`src/rtl/tcu_rsp_merge.sv`:
```
// Return-path merger: round-robin arbitration across PE result streams with
// packet locking (sop..eop stays contiguous), buffered by a 2-entry output FIFO.
module tcu_rsp_merge #(
  parameter int PE_COUNT   = 2,
  parameter int DATA_WIDTH = 256,
  parameter int SEL_W      = (PE_COUNT > 1) ? $clog2(PE_COUNT) : 1
) (
  input  logic                           clk,
  input  logic                           reset,
  input  logic [PE_COUNT-1:0]            in_valid,
  input  logic [PE_COUNT*DATA_WIDTH-1:0] in_data,
  input  logic [PE_COUNT-1:0]            in_sop,
  input  logic [PE_COUNT-1:0]            in_eop,
  output logic [PE_COUNT-1:0]            in_ready,
  output logic                           out_valid,
  output logic [DATA_WIDTH-1:0]          out_data,
  output logic                           out_sop,
  output logic                           out_eop,
  output logic [SEL_W-1:0]               out_sel,
  input  logic                           out_ready
);

  typedef enum logic {UNLOCKED, LOCKED} state_e;

  typedef struct packed {
    logic [DATA_WIDTH-1:0] data;
    logic                  sop;
    logic                  eop;
    logic [SEL_W-1:0]      sel;
  } entry_t;

  state_e             state_q, state_d;
  logic [SEL_W-1:0]   rr_ptr_q, rr_ptr_d;
  logic [SEL_W-1:0]   lock_sel_q, lock_sel_d;
  entry_t             fifo_q [2];
  logic               wr_ptr_q, rd_ptr_q;
  logic [1:0]         count_q;

  logic [DATA_WIDTH-1:0] pe_data [PE_COUNT];
  logic [SEL_W-1:0]   grant;
  logic               found;
  int                 scan_idx;
  logic               space, push, pop;
  entry_t             in_beat, head;

  for (genvar g = 0; g < PE_COUNT; g++) begin : g_unpack
    assign pe_data[g] = in_data[g*DATA_WIDTH +: DATA_WIDTH];
  end

  assign space = (count_q != 2'd2);
  assign head  = fifo_q[rd_ptr_q];
  assign out_valid = (count_q != 2'd0);
  assign out_data  = head.data;
  assign out_sop   = head.sop;
  assign out_eop   = head.eop;
  assign out_sel   = head.sel;
  assign pop       = out_valid && out_ready;

  // While locked only the packet owner may be granted; otherwise scan upward from rr_ptr.
  always_comb begin
    grant    = '0;
    found    = 1'b0;
    scan_idx = 0;
    if (state_q == LOCKED) begin
      grant = lock_sel_q;
      found = in_valid[lock_sel_q];
    end else begin
      for (int k = 0; k < PE_COUNT; k++) begin
        scan_idx = int'(rr_ptr_q) + k;
        if (scan_idx >= PE_COUNT) scan_idx = scan_idx - PE_COUNT;
        if (!found && in_valid[SEL_W'(scan_idx)]) begin
          grant = SEL_W'(scan_idx);
          found = 1'b1;
        end
      end
    end
  end

  always_comb begin
    in_ready = '0;
    if (reset && space) begin
      if (state_q == LOCKED) in_ready[lock_sel_q] = 1'b1;
      else if (found)        in_ready[grant]      = 1'b1;
    end
  end

  assign push         = |(in_ready & in_valid);
  assign in_beat.data = pe_data[grant];
  assign in_beat.sop  = in_sop[grant];
  assign in_beat.eop  = in_eop[grant];
  assign in_beat.sel  = grant;

  always_comb begin
    state_d    = state_q;
    rr_ptr_d   = rr_ptr_q;
    lock_sel_d = lock_sel_q;
    if (push) begin
      if (in_beat.eop) begin
        rr_ptr_d = (grant == SEL_W'(PE_COUNT - 1)) ? '0 : grant + 1'b1;
        state_d  = UNLOCKED;
      end else begin
        lock_sel_d = grant;
        state_d    = LOCKED;
      end
    end
  end

  always_ff @(posedge clk or negedge reset) begin
    if (!reset) begin
      state_q    <= UNLOCKED;
      rr_ptr_q   <= '0;
      lock_sel_q <= '0;
      fifo_q[0]  <= '0;
      fifo_q[1]  <= '0;
      wr_ptr_q   <= 1'b0;
      rd_ptr_q   <= 1'b0;
      count_q    <= 2'd0;
    end else begin
      state_q    <= state_d;
      rr_ptr_q   <= rr_ptr_d;
      lock_sel_q <= lock_sel_d;
      if (push) begin
        fifo_q[wr_ptr_q] <= in_beat;
        wr_ptr_q         <= ~wr_ptr_q;
      end
      if (pop) rd_ptr_q <= ~rd_ptr_q;
      count_q <= count_q + {1'b0, push} - {1'b0, pop};
    end
  end

`ifndef SYNTHESIS
  // Framing violations are still forwarded by the hardware, but stop simulation.
  assert property (@(posedge clk) disable iff (!reset)
    (push && state_q == LOCKED) |-> !in_beat.sop)
    else $fatal(1, "tcu_rsp_merge: sop accepted while locked");

  assert property (@(posedge clk) disable iff (!reset)
    (push && state_q == UNLOCKED) |-> in_beat.sop)
    else $fatal(1, "tcu_rsp_merge: non-sop beat accepted while unlocked");

  for (genvar g = 0; g < PE_COUNT; g++) begin : g_hold_chk
    assert property (@(posedge clk) disable iff (!reset)
      (in_valid[g] && !in_ready[g]) |=>
        (in_valid[g] && $stable(in_data[g*DATA_WIDTH +: DATA_WIDTH])))
      else $fatal(1, "tcu_rsp_merge: PE dropped or changed an unaccepted beat");
  end
`endif

endmodule

```
`config.mk`:
```
export PLATFORM = sky130hd
export DESIGN_NAME = tcu_rsp_merge
export DESIGN_NICKNAME = d
export VERILOG_FILES = /design/src/rtl/tcu_rsp_merge.sv
export SDC_FILE = /design/constraint.sdc
export NUM_CORES = 1
export LEC_CHECK = 0
export ABC_AREA = 1
export CORE_ASPECT_RATIO = 1.75
export CORE_MARGIN = 4
export CORE_UTILIZATION = 30
export CTS_BUF_LIST = sky130_fd_sc_hd__clkbuf_16
export CTS_CLUSTER_SIZE = 30
export DETAILED_ROUTE_END_ITERATION = 8
export GPL_TIMING_DRIVEN = 0
export SYNTH_ARGS = -nofsm -noshare
export SYNTH_HDL_FRONTEND = slang
export SYNTH_SLANG_ARGS = --single-unit
```
`constraint.sdc`:
```
create_clock -name clk -period 2.8 [get_ports clk]
set_input_delay 0.56 -clock clk [delete_from_list [all_inputs] [get_ports clk]]
set_output_delay 0.56 -clock clk [all_outputs]
set_load 0.005 [all_outputs]
```
==> results summary <==
Power spread over the standard cell area amounts to 1160 nW/um^2. For this block, the initial DRC count from the detailed router was 1851. After detailed routing, the average wire length per cell comes to 20.6 um. The number of global-route vias before repair is 28800. The setup clock skew after layout came out at 0.0292 ns. After layout, the worst path uses 98.1% of the clock period. The detail-routed via count per cell is 4.72. The maximum buffer depth of the clock tree is 3.

The cell count after synthesis is 3962. The Yosys warning count came out at 0. The congestion estimate from routability-driven global placement came to 0.962. The total area of multi-input combinational cells came out at 12600 um^2. In the routed design, unresolved DRC markers number 0.

The final layout net count is 5364. The number of rows in the core area came out at 146. The die area came out at 96400 um^2.

The share of layout cells above drive strength 1 came out at 9.51%. Max-cap violations in this run came to 0. The critical setup path kind is reg2out. The number of register bits inferred by synthesis came out at 525. The minimum setup slack among reg-to-reg paths came out at 0.17 ns. The vertical extent of the die came out at 408 um.

The number of CTS-inserted buffers came out at 51. The final count of hold timing violations is 0. The data arrival time of the critical path came out at 2.19 ns. The pin count of the biggest net entering global routing came out at 113. In this run the tool buffered the top-level ports with 782 buffer cells. The largest vdd supply drop is 0.000682 V. In this run the critical register-to-register path is launched from state_q.

The post-layout utilization of the core is 43.5%. The tightest min-delay check is of the in2async type. The register cell area after layout is 13100 um^2. The flow ran to the end, and the final reports show no timing, DRC or antenna violations. The number of I/O pins is 783. Sequential cells account for 27.2% of the total power. Summed over all cells, the static leakage comes to 21.7 nW. The first-pass GRT wire length is 184000 um. For the worst setup path, the data required time is 2.24 ns. The floorplan core area came out at 90600 um^2. The switching component of the power is 21.5 mW. The largest fanout on the critical path is 10. In the post-synthesis netlist, the biggest area contributors are sky130_fd_sc_hd__dfrtp_1 48%, sky130_fd_sc_hd__nand2_1 36%, sky130_fd_sc_hd__nand3_1 9.3%. The leftover overflow at the end of global routing is 0. For the pin with the worst max-slew slack, the measured transition is 1.22 ns. The worst setup path is captured at an output port. The peak clock frequency supported by timing came out at 0.364 GHz. In this run the remaining antenna-violating nets after routing total 0.

The first detailed-routing pass took 6 iterations. The worst-case headroom to the max-slew limit is 19.0%. Clock latency on the worst-skew pair, taken at its later pin, is 0.62 ns.

The setup violation total in the final timing report is 0. STA classifies the critical path startpoint as a flop. The fill cell instance count of the final layout is 9592. In this run the clock root is driven by a sky130_fd_sc_hd__clkbuf_16. The number of max-slew violations in the final report was 0. The count of inserted antenna diode cells came out at 0.

The finished layout holds 6061 standard cells, fillers aside. Compared with the post-synthesis result, the final layout area differs by 43.7%. The post-route minimum period came out at 2.75 ns. The combinational group share of total power came out at 57.4%. The detailed router placed 28600 vias in this run.

The synthesized netlist net count came out at 4485. Summed over all layers, the routed wires come to 125000 um. The switching fraction of total power came out at 47.0%. The post-DP HPWL is 94400 um. The die is 236 um wide.

The cell total after placement came out at 5933. Setup repair after global routing could not meet its margin everywhere. The worst reg-to-reg path cell count came out at 11. The total track usage is 25.0%. The cell area after technology mapping is 27400 um^2.

The part of the total power dissipated in the clock network came out at 15.3%. The worst register-to-register path ends at fifo_q[398]. The cell internal power dissipation came out at 24.2 mW. The clock edge transition at the registers on the reported setup and hold paths came out at 0.07 ns. The top cell type's share of synthesized area is 48.0%. The sequential element share of the synthesized area is 48.0%. CTS built an H-tree with a depth of 2. The number of clock sinks is 525. A synthesized cell averages 6.91 um^2. The count of cell types in the netlist is 25.

TritonCTS built the clock tree. Once the floorplan was initialized, standard cells occupied 30.2% of the core. The number of antenna violations at the first check in global routing came out at 7. The largest total area in the synthesized netlist belongs to sky130_fd_sc_hd__dfrtp_1.
what timing repair did:
| action | CTS | global route |
|---|---|---|
| hold buffers | 4 | 0 |
| hold endpoints to repair | 59 | 0 |
| cloned | 8 | 0 |
| endpoints found under the setup margin | 261 | 52 |
| setup buffers | 25 | 4 |
| resized for setup | 622 | 169 |
| pin swaps | 1 | 2 |
power by group through the flow:
stage / combinational [mW] / sequential (mW) / clock [mW]
2_1_floorplan: 12.8 / 12.2 / 0
3_3_place_gp: 25.9 / 12.5 / 0
3_5_place_dp: 26.0 / 12.5 / 0
4_1_cts: 26.5 / 12.4 / 7.16
5_1_grt: 28.8 / 12.8 / 7.44
6_report: 26.3 / 12.5 / 7.00
kinds of logic (layout without fill, tap and decap cells):
group | after synthesis | in the layout | synth area share (%)
AOI/OAI and AO/OA | 3 | 3 | 0.0685
xor gates and xnor gates | 3 | 3 | 0.0959
adders and majority gates | 2 | 2 | 0.0913
buffers and inverters | 299 | 1214 | 6.23
DFF | 525 | 525 | 48.0
and+or+nand+nor | 3130 | 3130 | 45.6
layout make-up:
cell class,instances,share of cell area [%]
timing repair buffer,827,20.5
tap,1184,3.76
clock buffer,51,3.24
clock inverter,38,0.861
inverter,14,0.168
multi-input combinational,3138,32.0
buffer,283,6.05
sequential,525,33.4
timing repair inverter,1,0.0413
state kept, by name, summed over array words and instances (netlist names):
register,count
count_q,2
fifo_q,518
lock_sel_q,1
rd_ptr_q,1
rr_ptr_q,1
state_q,1
wr_ptr_q,1
cells in the mapped netlist (all sizes together):
| cell | count |
|---|---|
| nand4 | 1 |
| xor2 | 1 |
| dfrtp | 525 |
| xnor2 | 2 |
| a21oi | 1 |
| o21ai | 2 |
| and3 | 1 |
| buf | 173 |
| nand2 | 2606 |
| or2 | 1 |
| nor2 | 1 |
| inv | 13 |
| clkinv | 1 |
| nand3 | 520 |
| clkbuf | 112 |
| ha | 2 |
per-layer routing:
layer / vias to the layer above / track usage, % / part of all wire (%)
met1: 13500 / 28.4 / 38
met4: 6 / 7.54 / 3.4
li1: 14000 / - / -
met3: 159 / 5.33 / 6.5
met5: - / 0 / 0.026
met2: 950 / 46.5 / 52
cells in the final DEF (no fill, tap or decap), drive strengths merged:
cell and instances:
or2 1, xor2 1, nor2 1, nand2 2606
bufbuf 2, and3 1, dfrtp 525, clkbuf 194
o21ai 2, a21oi 1, nand4 1, xnor2 2
inv 25, clkdlybuf4s50 520, clkinvlp 2, clkinv 20
ha 2, buf 269, bufinv 6, nand3 520
dlymetal6s2s 12, dlygate4sd2 118, clkdlybuf4s15 45, dlygate4sd3 1
stage by stage:
step	power (mW)	setup slack [ns]	hold slack, ns	cell area (um^2)	setup TNS [ns]
after detailed placement	38.5	-1.18	0.458	36800	-412.81
after CTS	46.1	-0.245	0.0249	39400	-1.73
after global placement	38.4	-23.44	0.453	36700	-
after floorplan	25.0	0.812	0.264	27400	0
final	45.7	0.0539	0.0575	39400	0
after global routing	49.1	-0.0729	0.0392	39400	-0.136
critical path, stage by stage (launching register included):
cell	delay, ns
sky130_fd_sc_hd__dfrtp_4	0.50
sky130_fd_sc_hd__buf_12	0.16
sky130_fd_sc_hd__inv_12	0.06
sky130_fd_sc_hd__buf_8	0.11
sky130_fd_sc_hd__clkbuf_16	0.18
sky130_fd_sc_hd__buf_8	0.11
sky130_fd_sc_hd__clkbuf_16	0.14
sky130_fd_sc_hd__nand2_1	0.06
sky130_fd_sc_hd__nand2_2	0.08
sky130_fd_sc_hd__buf_4	0.14
worst max-delay path by stage:
stage | from | slack (ns) | endpoint
floorplan | in_valid[0] | 0.81 | in_ready[0]
global placement | reset | -23.44 | fifo_q[120]
detailed placement | rd_ptr_q | -1.18 | out_data[140]
CTS | rd_ptr_q | -0.24 | out_data[171]
global route | rd_ptr_q | -0.07 | out_data[147]
finish | rd_ptr_q | 0.05 | out_data[147]
No activity file was read; power rests on OpenSTA's default activity.
